### config.mk
export PLATFORM = sky130hd
export DESIGN_NAME = fetch_queue_ctrl
export DESIGN_NICKNAME = d
export VERILOG_FILES = /design/src/rtl/fetch_q_pkg.sv /design/src/rtl/fetch_q_fifo.sv /design/src/rtl/fetch_queue_ctrl.sv
export SDC_FILE = /design/constraint.sdc
export NUM_CORES = 1
export LEC_CHECK = 0
export ABC_AREA = 0
export BUFFER_PORTS_ARGS = -buffer_cell sky130_fd_sc_hd__buf_2
export CORE_MARGIN = 2
export CORE_UTILIZATION = 40
export DETAILED_ROUTE_END_ITERATION = 16
export PLACE_DENSITY = 0.58
export SYNTH_ARGS = -nofsm -noshare
export SYNTH_HDL_FRONTEND = slang
export SYNTH_SLANG_ARGS = --single-unit
### constraint.sdc
create_clock -name CLK -period 16.5 [get_ports CLK]
set_clock_uncertainty 0.05 [all_clocks]
set_input_delay 1.65 -clock CLK [delete_from_list [all_inputs] [get_ports CLK]]
set_output_delay 1.65 -clock CLK [all_outputs]
set_load 0.005 [all_outputs]
### src/rtl/fetch_q_pkg.sv
// Shared types for the fetch queue: queue entry layout, syscall encoding and
// issue-sequencer states.
package fetch_q_pkg;

    typedef struct packed {
        logic [31:0] instr;
        logic [31:0] pc;
    } entry_t;

    localparam logic [31:0] SYSCALL_INSTR = 32'h0000000c;

    typedef enum logic [1:0] {
        RUN    = 2'd0,
        DRAIN  = 2'd1,
        ISSUE  = 2'd2,
        BUBBLE = 2'd3
    } state_t;

endpackage

### src/rtl/fetch_q_fifo.sv
// Circular {instr, pc} store with read/write pointers and occupancy count.
// Flush clears pointers and count and overrides push/pop in the same cycle.
module fetch_q_fifo
    import fetch_q_pkg::*;
#(
    parameter int DEPTH = 8
) (
    input  logic                       CLK,
    input  logic                       RESET,
    input  logic                       push,
    input  logic                       pop,
    input  logic                       flush,
    input  logic [31:0]                wr_instr,
    input  logic [31:0]                wr_pc,
    output logic [31:0]                head_instr,
    output logic [31:0]                head_pc,
    output logic [$clog2(DEPTH):0]     count,
    output logic                       full
);

    localparam int AW = $clog2(DEPTH);
    localparam int CW = AW + 1;

    entry_t          mem [DEPTH];
    logic [AW-1:0]   rd_ptr;
    logic [AW-1:0]   wr_ptr;
    logic [CW-1:0]   cnt;

    // Pointers are exactly AW bits wide, so the power-of-two depth wraps for free.
    always_ff @(posedge CLK or posedge RESET) begin
        if (RESET) begin
            rd_ptr <= '0;
            wr_ptr <= '0;
            cnt    <= '0;
            for (int i = 0; i < DEPTH; i++) begin
                mem[i] <= '0;
            end
        end else if (flush) begin
            rd_ptr <= '0;
            wr_ptr <= '0;
            cnt    <= '0;
        end else begin
            if (push) begin
                mem[wr_ptr] <= '{instr: wr_instr, pc: wr_pc};
                wr_ptr      <= wr_ptr + 1'b1;
            end
            if (pop) begin
                rd_ptr <= rd_ptr + 1'b1;
            end
            case ({push, pop})
                2'b10:   cnt <= cnt + CW'(1);
                2'b01:   cnt <= cnt - CW'(1);
                default: cnt <= cnt;
            endcase
        end
    end

    assign head_instr = mem[rd_ptr].instr;
    assign head_pc    = mem[rd_ptr].pc;
    assign count      = cnt;
    assign full       = (cnt == CW'(DEPTH));

endmodule

### src/rtl/fetch_queue_ctrl.sv
// Fetch-to-ID instruction queue with syscall serialisation (drain, issue alone, bubbles).
// Optional FETCHQ_BYPASS_EN offers a fetched instruction to ID in the same cycle when the queue is empty.
module fetch_queue_ctrl
    import fetch_q_pkg::*;
#(
    parameter int DEPTH       = 8,
    parameter int SYS_BUBBLES = 3
) (
    input  logic                       CLK,
    input  logic                       RESET,
    input  logic [31:0]                Instr_IN,
    input  logic [31:0]                Instr_PC_IN,
    input  logic                       Instr_Valid_IN,
    output logic                       Queue_Full_OUT,
    input  logic                       Request_Instr1,
    output logic [31:0]                Instr1_OUT,
    output logic [31:0]                Instr1_PC_OUT,
    output logic [31:0]                Instr_PC_Plus4_OUT,
    output logic                       Instr1_Valid_OUT,
    input  logic                       Flush_IN,
    input  logic                       STALL_fMEM,
    input  logic                       Pipe_Empty_IN,
    output logic                       SYS_Busy_OUT,
    output logic [$clog2(DEPTH):0]     Count_OUT
);

    localparam int CW = $clog2(DEPTH) + 1;

    state_t          state_q, state_d;
    logic [2:0]      bub_q, bub_d;
    logic [31:0]     q_instr, q_pc;
    logic [CW-1:0]   q_count;
    logic            q_full;
    logic            q_nonempty;
    logic            head_is_sys;
    logic            bypass;
    logic            valid;
    logic            pop;
    logic            push_ok;
    logic            fifo_push;
    logic            fifo_pop;

    fetch_q_fifo #(.DEPTH(DEPTH)) u_fifo (
        .CLK        (CLK),
        .RESET      (RESET),
        .push       (fifo_push),
        .pop        (fifo_pop),
        .flush      (Flush_IN),
        .wr_instr   (Instr_IN),
        .wr_pc      (Instr_PC_IN),
        .head_instr (q_instr),
        .head_pc    (q_pc),
        .count      (q_count),
        .full       (q_full)
    );

    assign q_nonempty  = (q_count != '0);
    assign head_is_sys = q_nonempty && (q_instr == SYSCALL_INSTR);

`ifdef FETCHQ_BYPASS_EN
    // Syscalls never bypass: they must land in the queue to take the drain path.
    assign bypass        = (state_q == RUN) && !q_nonempty && Instr_Valid_IN
                           && (Instr_IN != SYSCALL_INSTR);
    assign Instr1_OUT    = bypass ? Instr_IN    : q_instr;
    assign Instr1_PC_OUT = bypass ? Instr_PC_IN : q_pc;
`else
    assign bypass        = 1'b0;
    assign Instr1_OUT    = q_instr;
    assign Instr1_PC_OUT = q_pc;
`endif

    always_comb begin
        valid = 1'b0;
        case (state_q)
            RUN:     valid = (q_nonempty && !head_is_sys) || bypass;
            ISSUE:   valid = 1'b1;
            default: valid = 1'b0;
        endcase
    end

    assign pop     = valid && Request_Instr1 && !STALL_fMEM && !Flush_IN;
    // A full queue still accepts a push when the head leaves in the same cycle.
    assign push_ok = Instr_Valid_IN && (!q_full || pop) && !Flush_IN;

    assign fifo_pop  = pop && !bypass;
    assign fifo_push = push_ok && !(bypass && pop);

    always_ff @(posedge CLK or posedge RESET) begin
        if (RESET) begin
            state_q <= RUN;
            bub_q   <= '0;
        end else begin
            state_q <= state_d;
            bub_q   <= bub_d;
        end
    end

    always_comb begin
        state_d = state_q;
        bub_d   = bub_q;
        case (state_q)
            RUN: begin
                if (head_is_sys && !STALL_fMEM && !Flush_IN) begin
                    state_d = DRAIN;
                end
            end
            DRAIN: begin
                if (Flush_IN) begin
                    state_d = RUN;
                end else if (Pipe_Empty_IN && !STALL_fMEM) begin
                    state_d = ISSUE;
                end
            end
            ISSUE: begin
                if (Flush_IN) begin
                    state_d = RUN;
                end else if (pop) begin
                    bub_d   = 3'(SYS_BUBBLES);
                    state_d = BUBBLE;
                end
            end
            BUBBLE: begin
                // The syscall has already left, so neither stall nor flush pauses the count.
                if (bub_q <= 3'd1) begin
                    bub_d   = '0;
                    state_d = RUN;
                end else begin
                    bub_d = bub_q - 3'd1;
                end
            end
            default: state_d = RUN;
        endcase
    end

    assign Instr1_Valid_OUT   = valid;
    assign Instr_PC_Plus4_OUT = Instr1_PC_OUT + 32'd4;
    assign Queue_Full_OUT     = q_full;
    assign Count_OUT          = q_count;
    assign SYS_Busy_OUT       = (state_q != RUN);

endmodule

# Word-level counts from Yosys, hierarchy flattened
# Cells that the tools add are included.
[totals]
mem_count = 0
mem_bits_ro = 0
mem_bits_rw = 0
output_inout_bits = 103
input_bits = 71
word_cells = 97
ff_bits = 527
latch_bits = 0
[op_classes]
multipliers = 0
n_lt_le_gt_ge = 4
reduce_logical = 26
mux = 24
addsub = 6
n_eq_ne = 13
div_mod_pow = 0
shift = 0
n_bitwise = 3
[ops]
columns = ["op", "count"]
rows = [
  ["bitwise mux 512 bit", 1],
  ["binary-select mux 64 bit (select 3 bit)", 1],
  ["demux 64 bit (select 3 bit)", 1],
  ["two-way mux 64 bit", 3],
  ["adder 32 x 3 -> 32 bit, second input constant", 1],
  ["equality test 32 x 4 -> 1 bit, second input constant", 1],
  ["two-way mux 3 bit", 7],
  ["two-way mux 2 bit", 6],
  ["logical AND 1 bit", 11],
  [">= comparator 4 bit, second input constant", 2],
  ["!= test 2 bit, second input constant", 4],
  ["inverter 3 -> 4 bit", 2],
  ["one-hot mux 2 bit (4 select lines)", 1],
  ["one-hot mux 4 bit (2 select lines)", 1],
  ["nonzero test 2 bit", 4],
  ["adder 3 x 1 -> 3 bit, second input constant", 2],
  ["equality test 2 bit, second input constant", 3],
  ["!= test 3 bit, second input constant", 2],
  ["one-hot mux 3 bit (2 select lines)", 1],
  ["adder 4 x 1 -> 4 bit, second input constant", 1],
  ["equality test 2 x 1 -> 1 bit, second input constant", 2],
  ["equality test 4 bit, second input constant", 1],
  ["zero test 1 bit", 4],
  ["< comparator 4 x 1 -> 1 bit, second input constant", 1],
  ["13 further kinds", 13],
]

# Depth between registers and ports, before layout
# Gate-level depths: netlist of run 1.
[logic_depth]
depth_word = 18
ltp_mapped = 19
depth_no_buf = 13

# Hierarchy
# A second synthesis of run 1 with hierarchy kept.
[unflattened]
cells_unflattened = 1522
hier_area_um2 = 24407.2
[modules_own_cells]
columns = ["mod", "cells_each", "instances", "area_per_inst_um2", "seq_area_each_um2"]
rows = [
  ["fetch_q_fifo", 1380, 1, 23339.9, 13062.5],
  ["fetch_queue_ctrl", 142, 1, 1067.3, 125.1],
]

# Worst setup path before layout of run 1
# No wires, ideal clock.
[synth_timing]
kind = "register to output"
start = "reg u_fifo.rd_ptr[2]"
end = "out Instr_PC_Plus4_OUT[26]"
path_buffers = 8
stages_incl_launch_ff = 20
arrival_ns = 3.767
path_slack_ns = 11.033
t_required_ns = 14.800
path_cell_list = "dfrtp_1 > buf_6 > buf_6 > buf_2 > clkbuf_1 > inv_2 > buf_2 > buf_1 > clkbuf_1 > nand2_1 > and2_1 > inv_1 > ha_1 > nand3_1 > nor2_1 > and3_1 > and2_1 > clkbuf_1 > nand4_1 > xnor2_1"
[synth_via]
elab_chain_len = 5
[synth_lines]
columns = ["item", "line", "source"]
rows = [
  ["start, declared", "fetch_q_fifo.sv:25", "logic [AW-1:0] rd_ptr;"],
  ["start signal, assigned", "fetch_q_fifo.sv:48", "rd_ptr <= rd_ptr + 1'b1;"],
  ["inverter 3 -> 4 bit (implied by the code)", "fetch_q_fifo.sv:59", "assign head_pc = mem[rd_ptr].pc;"],
  ["binary-select mux 64 bit (select 3 bit)", "fetch_q_fifo.sv:59", ""],
  ["two-way mux 64 bit (implied by the code) (2 in series)", "fetch_q_fifo.sv:59", ""],
  ["net Instr1_PC_OUT[2]", "fetch_queue_ctrl.sv:17", "output logic [31:0] Instr1_PC_OUT,"],
  ["adder 32 x 3 -> 32 bit", "fetch_queue_ctrl.sv:136", "assign Instr_PC_Plus4_OUT = Instr1_PC_OUT + 32'd4;"],
  ["end, declared", "fetch_queue_ctrl.sv:18", "output logic [31:0] Instr_PC_Plus4_OUT,"],
]
# The timed path passes the listed nets, and every way through them passes these cells. The select of a mux whose other input is x is not followed.

# Final worst setup path of run 1
[layout_timing]
start = "reg u_fifo.rd_ptr[2]"
end = "out Instr_PC_Plus4_OUT[31]"
[layout_via]
elab_chain_len = 5
[layout_lines]
columns = ["item", "line"]
rows = [
  ["inverter 3 -> 4 bit (implied by the code)", "fetch_q_fifo.sv:59"],
  ["binary-select mux 64 bit (select 3 bit)", "fetch_q_fifo.sv:59"],
  ["two-way mux 64 bit (implied by the code) (2 in series)", "fetch_q_fifo.sv:59"],
  ["adder 32 x 3 -> 32 bit", "fetch_queue_ctrl.sv:136"],
]
# Every way passes these cells. The select of a mux whose other input is x is not followed.

==> results.yml, run 1 <==
synthesis:
  synth_top_area_cell: "dfrtp_1"
  synth_ff_type: "dfrtp_1"
  async_flop_share_pct: 100
  syn_area_um2: 24700
  synthDominantCellAreaShare_pct: 53.4
  ys_types: 55
  synth_edf_count: 0
  ys_seq_elements: 527
  ys_warn_count: 0
  synth.avg_cell_area_um2: 15.7
  syn_nets: 1655
  yosysSeqAreaShare_pct: 53.4
  ys_top_cells_by_area: "dfrtp_1 53%, mux2_2 15%, mux4_2 12%"
  syn_inst: 1576
global_route:
  grt_pass1_wl_um: 91900
  grt_max_degree: 173
  antenna_found_initial: 8
  grt_pass1_vias: 15100
  overflow: 0
  grt_usage_pct: 18.8
worst_hold_path:
  hold_path_class: "flop to flop"
critical_path:
  path_max_fanout: 38
  r2r_end: "u_fifo.mem[386]$_DFFE_PP0P_"
  critical_path_class: "flop to primary output"
  r2r_start: "u_fifo.rd_ptr[2]$_DFFE_PP0P_"
  cp-endpoint: "Instr_PC_Plus4_OUT[31]"
  arrival_ps: 5410
  cp-end-kind: "primary output"
  startpoint: "u_fifo.rd_ptr[2]$_DFFE_PP0P_"
  rrSetupSlack_ps: 9890
  rr_worst_depth: 12
  cp-start-kind: "flop"
  cp_data_required_time_ps: 14800
pwr:
  ir_drop_v: 0.0000974
  pwr-share-clk_pct: 35.7
  switching_share_pct: 26.5
  seq_power_share_pct: 45.0
  power_density_nw_per_um2: 132
  p_leak_nw: 13.2
  p_int_w: 0.00270
  comb_power_share_pct: 19.3
  p_switching_w: 0.000974
floorplanning:
  row_count: 91
  die_h_um: 252
  start_util_pct: 40.2
  dieArea_um2: 63700
  core_area_um2: 61400
  fp.dieW_um: 252
  num_io_pins: 174
routing:
  drt_drc_violations_left: 0
  drt-pass1-iter-count: 4
  vias_per_cell: 5.46
  dr_wl_met2_um: 28200
  drt_iter0_markers: 692
  totalWireLength_um: 58500
  vias: 14000
  dr_wl_met3_um: 2350
  dr.max_layer_used: "met5"
  ant_nets: 0
  wl_met1_um: 26900
  wl_per_cell_um: 22.8
final_layout:
  multi_input_area_um2: 10700
  utilization_pct: 45.5
  final_nets: 1807
  seqCellArea_um2: 13200
  drive_gt1_share_pct: 43.5
  fin_area_um2: 27900
  n_fill_cell: 5442
  syn_to_final_growth_pct: 13.1
cts:
  cts_tree: "yes"
  cts_buffer_depth: 3
  cts_resized: 0
  path_clk_slew_ps: 60
  cts_root_buf: "clkbuf_16"
  postCtsSetupBuffers: 0
  cts_made_buffers: 58
  htreeDepth: 2
  clk_latency_ps: 620
  cts.sinks: 527
  cts_hold_buf: 0
timing:
  whs_ps: 437
  period_share_pct: 43.1
  drv_slew: 0
  rsz0062_at_grt: "no"
  relSlewSlack_pct: 30.4
  fmax_mhz: 141
  tightest_slew_ps: 1040
  setup_viol: 0
  hold_viol: 0
  min_period_ps: 7110
  final.setup.tns_ps: 0
place:
  globalplace.congestion: 0.735
  io_buffers: 173
  post_dp_cell_area_um2: 26000
  hpwl_um: 34000
job:
  cap_violations: 0
outcome:
  status: "finished clean"
==> how the worst min path moves through the flow <==
stage                           startpoint                           to  slack (ps)  depth (start not counted)
2_1_floorplan  u_fifo.mem[290]$_DFFE_PP0P_  u_fifo.mem[290]$_DFFE_PP0P_         410                          1
3_3_place_gp   u_fifo.mem[338]$_DFFE_PP0P_  u_fifo.mem[338]$_DFFE_PP0P_         420                          1
3_5_place_dp   u_fifo.mem[323]$_DFFE_PP0P_  u_fifo.mem[323]$_DFFE_PP0P_         430                          1
4_1_cts        u_fifo.mem[323]$_DFFE_PP0P_  u_fifo.mem[323]$_DFFE_PP0P_         440                          1
5_1_grt        u_fifo.mem[323]$_DFFE_PP0P_  u_fifo.mem[323]$_DFFE_PP0P_         450                          1
6_report       u_fifo.mem[403]$_DFFE_PP0P_  u_fifo.mem[403]$_DFFE_PP0P_         440                          1
==> layout by cell type, fill, tap and decap left out, drive strengths merged, types with 6 or more instances in the layout <==
cell	n
mux2	551
dfrtp	527
buf	192
mux4	128
clkbuf	73
nand2	68
nor2	33
inv	26
xnor2	24
clkinv	24
mux2i	14
nor3	11
nor4	9
nand3	9
a21oi	8
nand4	8
xor2	7
ha	7
bufinv	6
==> cells in the mapped netlist, drive strengths merged, types with 3 or more instances <==
cell	count
a21oi	8
and3	4
buf	87
clkbuf	13
dfrtp	527
ha	7
inv	24
mux2	551
mux2i	14
mux4	128
nand2	68
nand3	9
nand4	8
nand4b	3
nor2	33
nor2b	3
nor3	11
nor4	9
o21ai	5
or2	3
xnor2	24
xor2	7
==> worst max-delay path, stage by stage, from the launching register on <==
cell	delay, ps
dfrtp_4	600
buf_4	620
buf_4	570
inv_2	340
buf_4	370
mux2i_1	270
nor2_1	330
and3_1	300
nand2_1	170
nor4_1	680
nand4_1	220
xnor2_1	170
buf_2	130
==> registers in the layout, indices dropped and copies added, names as in the netlist <==
name and flops:
u_fifo.wr_ptr 3, state_q 2, u_fifo.mem 512, bub_q 3
u_fifo.count 4, u_fifo.rd_ptr 3
==> cell families after synthesis <==
logic type	share of synthesized area, %
multiplexers	37.4
flip-flops	53.4
AND/OR/NAND/NOR	3.24
buffers and inverters	3.49
AO/OA/AOI/OAI	0.948
XOR/XNOR	1.10
adder cells (fa/ha/maj)	0.436
==> routing by layer <==
layer,vias up,track usage (%)
met5,-,0
met4,10,4.65
met3,81,3.31
met2,227,30.9
met1,7560,26.0
li1,6146,-
==> power groups by stage <==
stage | Clock [W] | Combinational, W | Sequential (W)
floorplan | 0 | 0.000516 | 0.00163
global placement | 0 | 0.000706 | 0.00166
detailed placement | 0 | 0.000725 | 0.00167
CTS | 0.00135 | 0.000727 | 0.00165
global route | 0.00140 | 0.000785 | 0.00168
finish | 0.00131 | 0.000711 | 0.00165
==> stage by stage <==
stage          worst slack [ps]  power (W)  instances
2_1_floorplan              74.9    0.00214       1576
3_3_place_gp               9850    0.00237       2458
3_5_place_dp               9710    0.00240       2458
4_1_cts                    9240    0.00373       2566
5_1_grt                    8940    0.00387       2566
6_report                   9390    0.00367       2567
==> final cells by class <==
type                       instances  share of cell area (%)
antenna                            1                 0.00896
clock buffer                      73                    5.62
clock inverter                    35                    1.30
inverter                          24                   0.350
multi-input combinational        925                    38.2
sequential                       527                    47.3
tap                              790                    3.54
timing repair buffer             192                    3.75
Power figures use the tool's default switching activity.
==> run 2, diff against run 1 <==
--- a/config.mk
+++ b/config.mk
@@ -5,12 +5,12 @@
 export SDC_FILE = /design/constraint.sdc
 export NUM_CORES = 1
 export LEC_CHECK = 0
-export ABC_AREA = 0
+export ABC_AREA = 1
 export BUFFER_PORTS_ARGS = -buffer_cell sky130_fd_sc_hd__buf_2
 export CORE_MARGIN = 2
 export CORE_UTILIZATION = 40
 export DETAILED_ROUTE_END_ITERATION = 16
-export PLACE_DENSITY = 0.58
+export PLACE_DENSITY = 0.57
 export SYNTH_ARGS = -nofsm -noshare
 export SYNTH_HDL_FRONTEND = slang
 export SYNTH_SLANG_ARGS = --single-unit
==> constraint.sdc (replaced) <==
create_clock -name CLK -period 5.8 [get_ports CLK]
set_clock_uncertainty 0.05 [all_clocks]
set_input_delay 0.58 -clock CLK [delete_from_list [all_inputs] [get_ports CLK]]
set_output_delay 0.58 -clock CLK [all_outputs]
set_load 0.005 [all_outputs]
==> run 2 against run 1 <==
Total power grew to 3.5 times the previous value. Global-route usage is 8.2 points higher. Via count grew 90%. Register-to-register slack worse by 8700 ps. Cell count rose by 86%. Core utilization fell by 1.5 points. Sequential power grew to 3.0 times the previous value. Count of clock-buffer cells in the layout increased by 10. Synthesized area rose by 17%. Sequential share of layout area decreased by 5.2 points. Largest cell class unchanged.
==> results.yml, run 2 <==
cts:
  cts.sinks: 527
  htreeDepth: 2
  cts_root_buf: "clkbuf_16"
  cts_hold_buf: 0
  cts_resized: 0
  postCtsSetupBuffers: 0
  path_clk_slew_ps: 60
  cts_made_buffers: 59
  cts_buffer_depth: 3
  clk_latency_ps: 640
  cts_tree: "yes"
critical_path:
  arrival_ps: 4720
  path_max_fanout: 48
  slowest_delay_ps: 610
  cp_top_family: "buffers and inverters"
  cp_data_required_time_ps: 5170
  startpoint: "u_fifo.rd_ptr[1]$_DFFE_PP0P_"
  crit_path_top_delay_cell: "dfrtp_4"
  cp-start-kind: "flop"
  critPathBufInv: 5
  cp-end-kind: "primary output"
  critical_path_class: "flop to primary output"
  path_common_cell: "nand2_2"
  crit_chain: "inv_4 > buf_4 > o21ai_0 > o22ai_1 > inv_1 > o21ai_2 > ha_1 > inv_1 > nor2_2 > nand2_2 > nor2_2 > nand2_2 > nor2_4 > nand2_2 > nor2_4 > nand2_2 > nor2_1 > xor2_1 > buf_2"
  r2r_start: "u_fifo.rd_ptr[0]$_DFFE_PP0P_"
global_route:
  antenna_found_initial: 7
  grt_pass1_wl_um: 157000
  grt_pass1_vias: 25500
  overflow: 0
  grt_usage_pct: 27.0
  grt_max_degree: 179
synthesis:
  syn_nets: 3938
  ys_top_cells_by_area: "dfrtp_1 46%, nand2_1 20%, nand4_1 11%"
  synthDominantCellAreaShare_pct: 45.8
  ys_seq_elements: 527
  syn_area_um2: 28800
  synth_top_area_cell: "dfrtp_1"
  synth_common_cells: "1541 x nand2_1, 527 x dfrtp_1, 520 x nand4_1, 223 x inv_1, 205 x nor2_1"
  ys_types: 45
  yosysSeqAreaShare_pct: 45.8
  syn_inst: 3859
  async_flop_share_pct: 100
  ys_warn_count: 0
  synth_edf_count: 0
  synth.avg_cell_area_um2: 7.46
  yosysMostFrequentCell: "nand2_1"
  synth_ff_type: "dfrtp_1"
final_layout:
  final_nets: 3845
  finalNonFillerCells: 4763
  final_cell_mix: "1541 x nand2_1, 524 x dfrtp_1, 520 x nand4_1"
  multi_input_area_um2: 12600
  mostFrequentLayoutCell: "nand2_1"
  drive_gt1_share_pct: 9.95
  regMostFlops: "u_fifo.mem"
  largest_register_ffs: 512
  utilization_pct: 44.0
  n_fill_cell: 7311
  syn_to_final_growth_pct: 8.97
  seqCellArea_um2: 13200
floorplanning:
  core_area_um2: 71400
  die_h_um: 272
  fp.dieW_um: 272
  num_io_pins: 174
  row_count: 98
  dieArea_um2: 74100
  start_util_pct: 40.3
place:
  io_buffers: 173
  hpwl_um: 54200
  pre_cts_ws_ps: 1180
  place_inst: 4655
  globalplace.congestion: 0.816
routing:
  drt_iter0_markers: 2883
  drt_drc_violations_left: 0
  ant_nets: 0
  wl_per_cell_um: 21.2
  totalWireLength_um: 101000
  vias_per_cell: 5.61
  vias: 26700
  drt-pass1-iter-count: 5
pwr:
  p_leak_nw: 16.6
  ir_drop_v: 0.000268
  power_density_nw_per_um2: 404
timing:
  setup_ws_ps: 451
  drv_slew: 0
  rsz0062_at_grt: "no"
  period_share_pct: 92.2
  min_period_ps: 5350
  hold_viol: 0
  relSlewSlack_pct: 22.9
  setup_viol: 0
  fmax_mhz: 187
  tightest_slew_ps: 1160
outcome:
  status: "finished clean"
job:
  cap_violations: 0
worst_hold_path:
  hold_path_class: "input pin to async pin"
run 2: per-layer routing:
layer	global-route usage [%]	part of all wire (%)	vias to the layer above
met4	7.58	2.9	4
met5	0	0.027	-
met2	42.9	46	974
met3	3.89	6.7	189
met1	38.3	44	13100
li1	-	-	12400
run 2: worst reg2reg max path, cell delays in order (launching register included):
cell	delay [ps]
dfrtp_4	560
inv_8	570
buf_4	380
nand2_1	80
nand2_1	60
nand2_1	40
nand3_1	110
nand2_1	100
nand2_1	210
nor2_1	80
nand2_1	60
nor2_1	40
nand2_1	170
nand2_2	90
nand2_4	90
nand4_2	170
nand2_8	320
nand3_4	670
buf_4	470
nand2_1	90
nand2_1	50
run 2: power by group:
| group | internal (W) | switching [W] |
|---|---|---|
| combinational | 0.00126 | 0.00267 |
| clock | 0.00220 | 0.00162 |
| sequential | 0.00448 | 0.000452 |
run 2: cell families after synthesis:
family / after synthesis / share of synthesized area, %
compound gates: 234 / 4.53
flops: 527 / 45.8
simple gates: 2448 / 37.8
xor+xnor: 30 / 0.913
fa+ha+maj: 8 / 0.374
buf+inv: 612 / 10.6
run 2: area by class of cell:
| class | instances | share of cell area, % |
|---|---|---|
| Inverter | 226 | 2.78 |
| Clock buffer | 83 | 5.41 |
| Clock inverter | 22 | 0.746 |
| Timing Repair Buffer | 232 | 4.89 |
| Multi-Input combinational cell | 2720 | 40.3 |
| Tap cell | 950 | 3.79 |
| Antenna cell | 3 | 0.0239 |
| Sequential cell | 527 | 42.1 |
run 2: final timing paths:
kind / cells after the start / endpoint / slack [ps]
max in group asynchronous: 3 / u_fifo.mem[48]$_DFFE_PP0P_ / 4240
worst min register to register: 2 / u_fifo.mem[411]$_DFFE_PP0P_ / 410
worst max register to register: 20 / u_fifo.mem[264]$_DFFE_PP0P_ / 1240
worst min-delay path: 2 / u_fifo.count[1]$_DFFE_PP0P_ / 80
min in group CLK: 3 / state_q[1]$_DFFE_PP0P_ / 210
worst max-delay path: 19 / Instr_PC_Plus4_OUT[28] / 450
run 2: through the flow:
stage	setup TNS (ps)	cell area [um2]	power (W)	hold WS [ps]
CTS	0	31400	0.0127	86.7
global placement	0	29400	0.00888	398
floorplan	-1049860	28800	0.00760	387
detailed placement	0	29400	0.00889	403
finish	0	31400	0.0127	82.3
global route	0	31400	0.0135	141
==> run 3, diff against run 2 <==
--- a/config.mk
+++ b/config.mk
@@ -10,7 +10,6 @@
 export CORE_MARGIN = 2
 export CORE_UTILIZATION = 40
 export DETAILED_ROUTE_END_ITERATION = 16
-export PLACE_DENSITY = 0.57
 export SYNTH_ARGS = -nofsm -noshare
 export SYNTH_HDL_FRONTEND = slang
 export SYNTH_SLANG_ARGS = --single-unit
==> run 3 against run 2 <==
Critical path depth is 8 lower. Core utilization is 0.13 points higher. Wire length is 1.5% lower. Critical path type unchanged.
==> results.yml, run 3 (same netlist as run 2, synthesis figures left out) <==
place:
  io_buffers: 173
  hpwl_um: 53500
  globalplace.congestion: 0.814
  post_dp_cell_area_um2: 29400
  place_inst: 4652
floorplanning:
  dieArea_um2: 74100
  core_area_um2: 71400
  fp.dieW_um: 272
  row_count: 98
  die_h_um: 272
  num_io_pins: 174
  start_util_pct: 40.3
final_layout:
  drive_gt1_share_pct: 9.98
  n_fill_cell: 7395
  syn_to_final_growth_pct: 9.28
  mostFrequentLayoutCell: "nand2_1"
  finalNonFillerCells: 4763
  final_cell_mix: "1541 x nand2_1, 524 x dfrtp_1, 520 x nand4_1"
  multi_input_area_um2: 12600
  fin_area_um2: 31500
  regMostFlops: "u_fifo.mem"
  final_nets: 3841
  largest_register_ffs: 512
  seqCellArea_um2: 13200
pwr:
  seq_power_share_pct: 38.6
  p_switching_w: 0.00469
  comb_power_share_pct: 30.4
  p_int_w: 0.00806
  ir_drop_v: 0.000231
  switching_share_pct: 36.8
  p_leak_nw: 16.7
  power_density_nw_per_um2: 405
  p_total_w: 0.0127
  pwr-share-clk_pct: 30.9
timing:
  fmax_mhz: 195
  rsz0062_at_grt: "no"
  hold_viol: 0
  drv_slew: 0
  min_period_ps: 5130
  relSlewSlack_pct: 21.8
  setup_viol: 0
  tightest_slew_ps: 1170
  period_share_pct: 88.5
global_route:
  overflow: 0
  grt_max_degree: 207
  grt_pass1_vias: 25400
  grt_usage_pct: 26.6
  antenna_found_initial: 10
  grt_pass1_wl_um: 156000
critical_path:
  arrival_ps: 4500
  cp-end-kind: "primary output"
  critical_path_class: "flop to primary output"
  cp-start-kind: "flop"
  cp_data_required_time_ps: 5170
  path_max_fanout: 88
cts:
  path_clk_slew_ps: 60
  htreeDepth: 2
  clk_latency_ps: 630
  cts_root_buf: "clkbuf_16"
  cts_buffer_depth: 3
  cts_made_buffers: 58
  postCtsSetupBuffers: 0
  cts_resized: 0
  cts.sinks: 527
  cts_tree: "yes"
  cts_hold_buf: 0
routing:
  drt_iter0_markers: 2989
  drt_drc_violations_left: 0
  ant_nets: 0
  drt-pass1-iter-count: 5
  totalWireLength_um: 99500
  wl_per_cell_um: 20.9
  vias_per_cell: 5.59
  vias: 26600
job:
  cap_violations: 0
worst_hold_path:
  hold_path_class: "input pin to async pin"
outcome:
  status: "finished clean"
run 3: changes by cell type in the layout (fill, tap and decap cells not counted), sizes merged:
cell | before | now
diode | 3 | 4
buf | 232 | 229
clkbuf | 83 | 84
inv | 226 | 227
bufinv | 4 | 6
clkinvlp | 3 | 1
run 3: through the flow:
| step | worst slack [ps] | util [%] | setup TNS (ps) | hold WS (ps) |
|---|---|---|---|---|
| 2_1_floorplan | -1990 | - | -1049860 | 387 |
| 3_3_place_gp | 1270 | 41.3 | 0 | 397 |
| 3_5_place_dp | 1340 | 41.3 | 0 | 403 |
| 4_1_cts | 644 | 44.1 | 0 | 87.3 |
| 5_1_grt | 438 | 44.1 | 0 | 133 |
| 6_report | 668 | 44.1 | 0 | 87.9 |
run 3: final timing paths:
path                                                   start                           to  slack (ps)  depth (start not counted)
worst max-delay path            u_fifo.rd_ptr[0]$_DFFE_PP0P_       Instr_PC_Plus4_OUT[25]         670                         11
worst min-delay path                                   RESET  u_fifo.mem[474]$_DFFE_PP0P_          90                          2
worst max register to register  u_fifo.rd_ptr[0]$_DFFE_PP0P_  u_fifo.mem[134]$_DFFE_PP0P_        1380                         20
worst min register to register   u_fifo.mem[148]$_DFFE_PP0P_  u_fifo.mem[148]$_DFFE_PP0P_         410                          2
max in group asynchronous                              RESET  u_fifo.mem[176]$_DFFE_PP0P_        4390                          3
min in group CLK                                Instr_IN[20]  u_fifo.mem[436]$_DFFE_PP0P_         220                          3
run 3: worst max-delay path, stage by stage, from the launching register on:
cell and delay [ps]:
dfrtp_4 530, inv_8 450, buf_4 740, o21ai_0 160
o22ai_1 200, nand2_1 80, nand2_1 230, nand2_1 180
nor4_1 750, nand3_1 200, xnor2_1 170, buf_2 130
run 3: power groups by stage:
stage	registers [W]	clock network, W	logic, W
floorplan	0.00487	0	0.00273
global placement	0.00495	0	0.00385
detailed placement	0.00497	0	0.00388
CTS	0.00491	0.00399	0.00389
global route	0.00502	0.00413	0.00439
finish	0.00493	0.00394	0.00388
run 3: metal layers:
layer  part of all wire, %  GRT usage (%)
met1                    44           37.4
met2                    47           43.1
met3                   6.6           3.56
met4                   2.3           7.09
met5                 0.034              0
run 3: area by class of cell:
type,count,share of cell area [%]
well taps,950,3.78
clock inverters,23,0.903
diodes,4,0.0318
clock buffers,84,5.47
flip-flops and latches,527,42.0
inverters,226,2.77
multi-input cells,2720,40.2
repair buffers,229,4.92
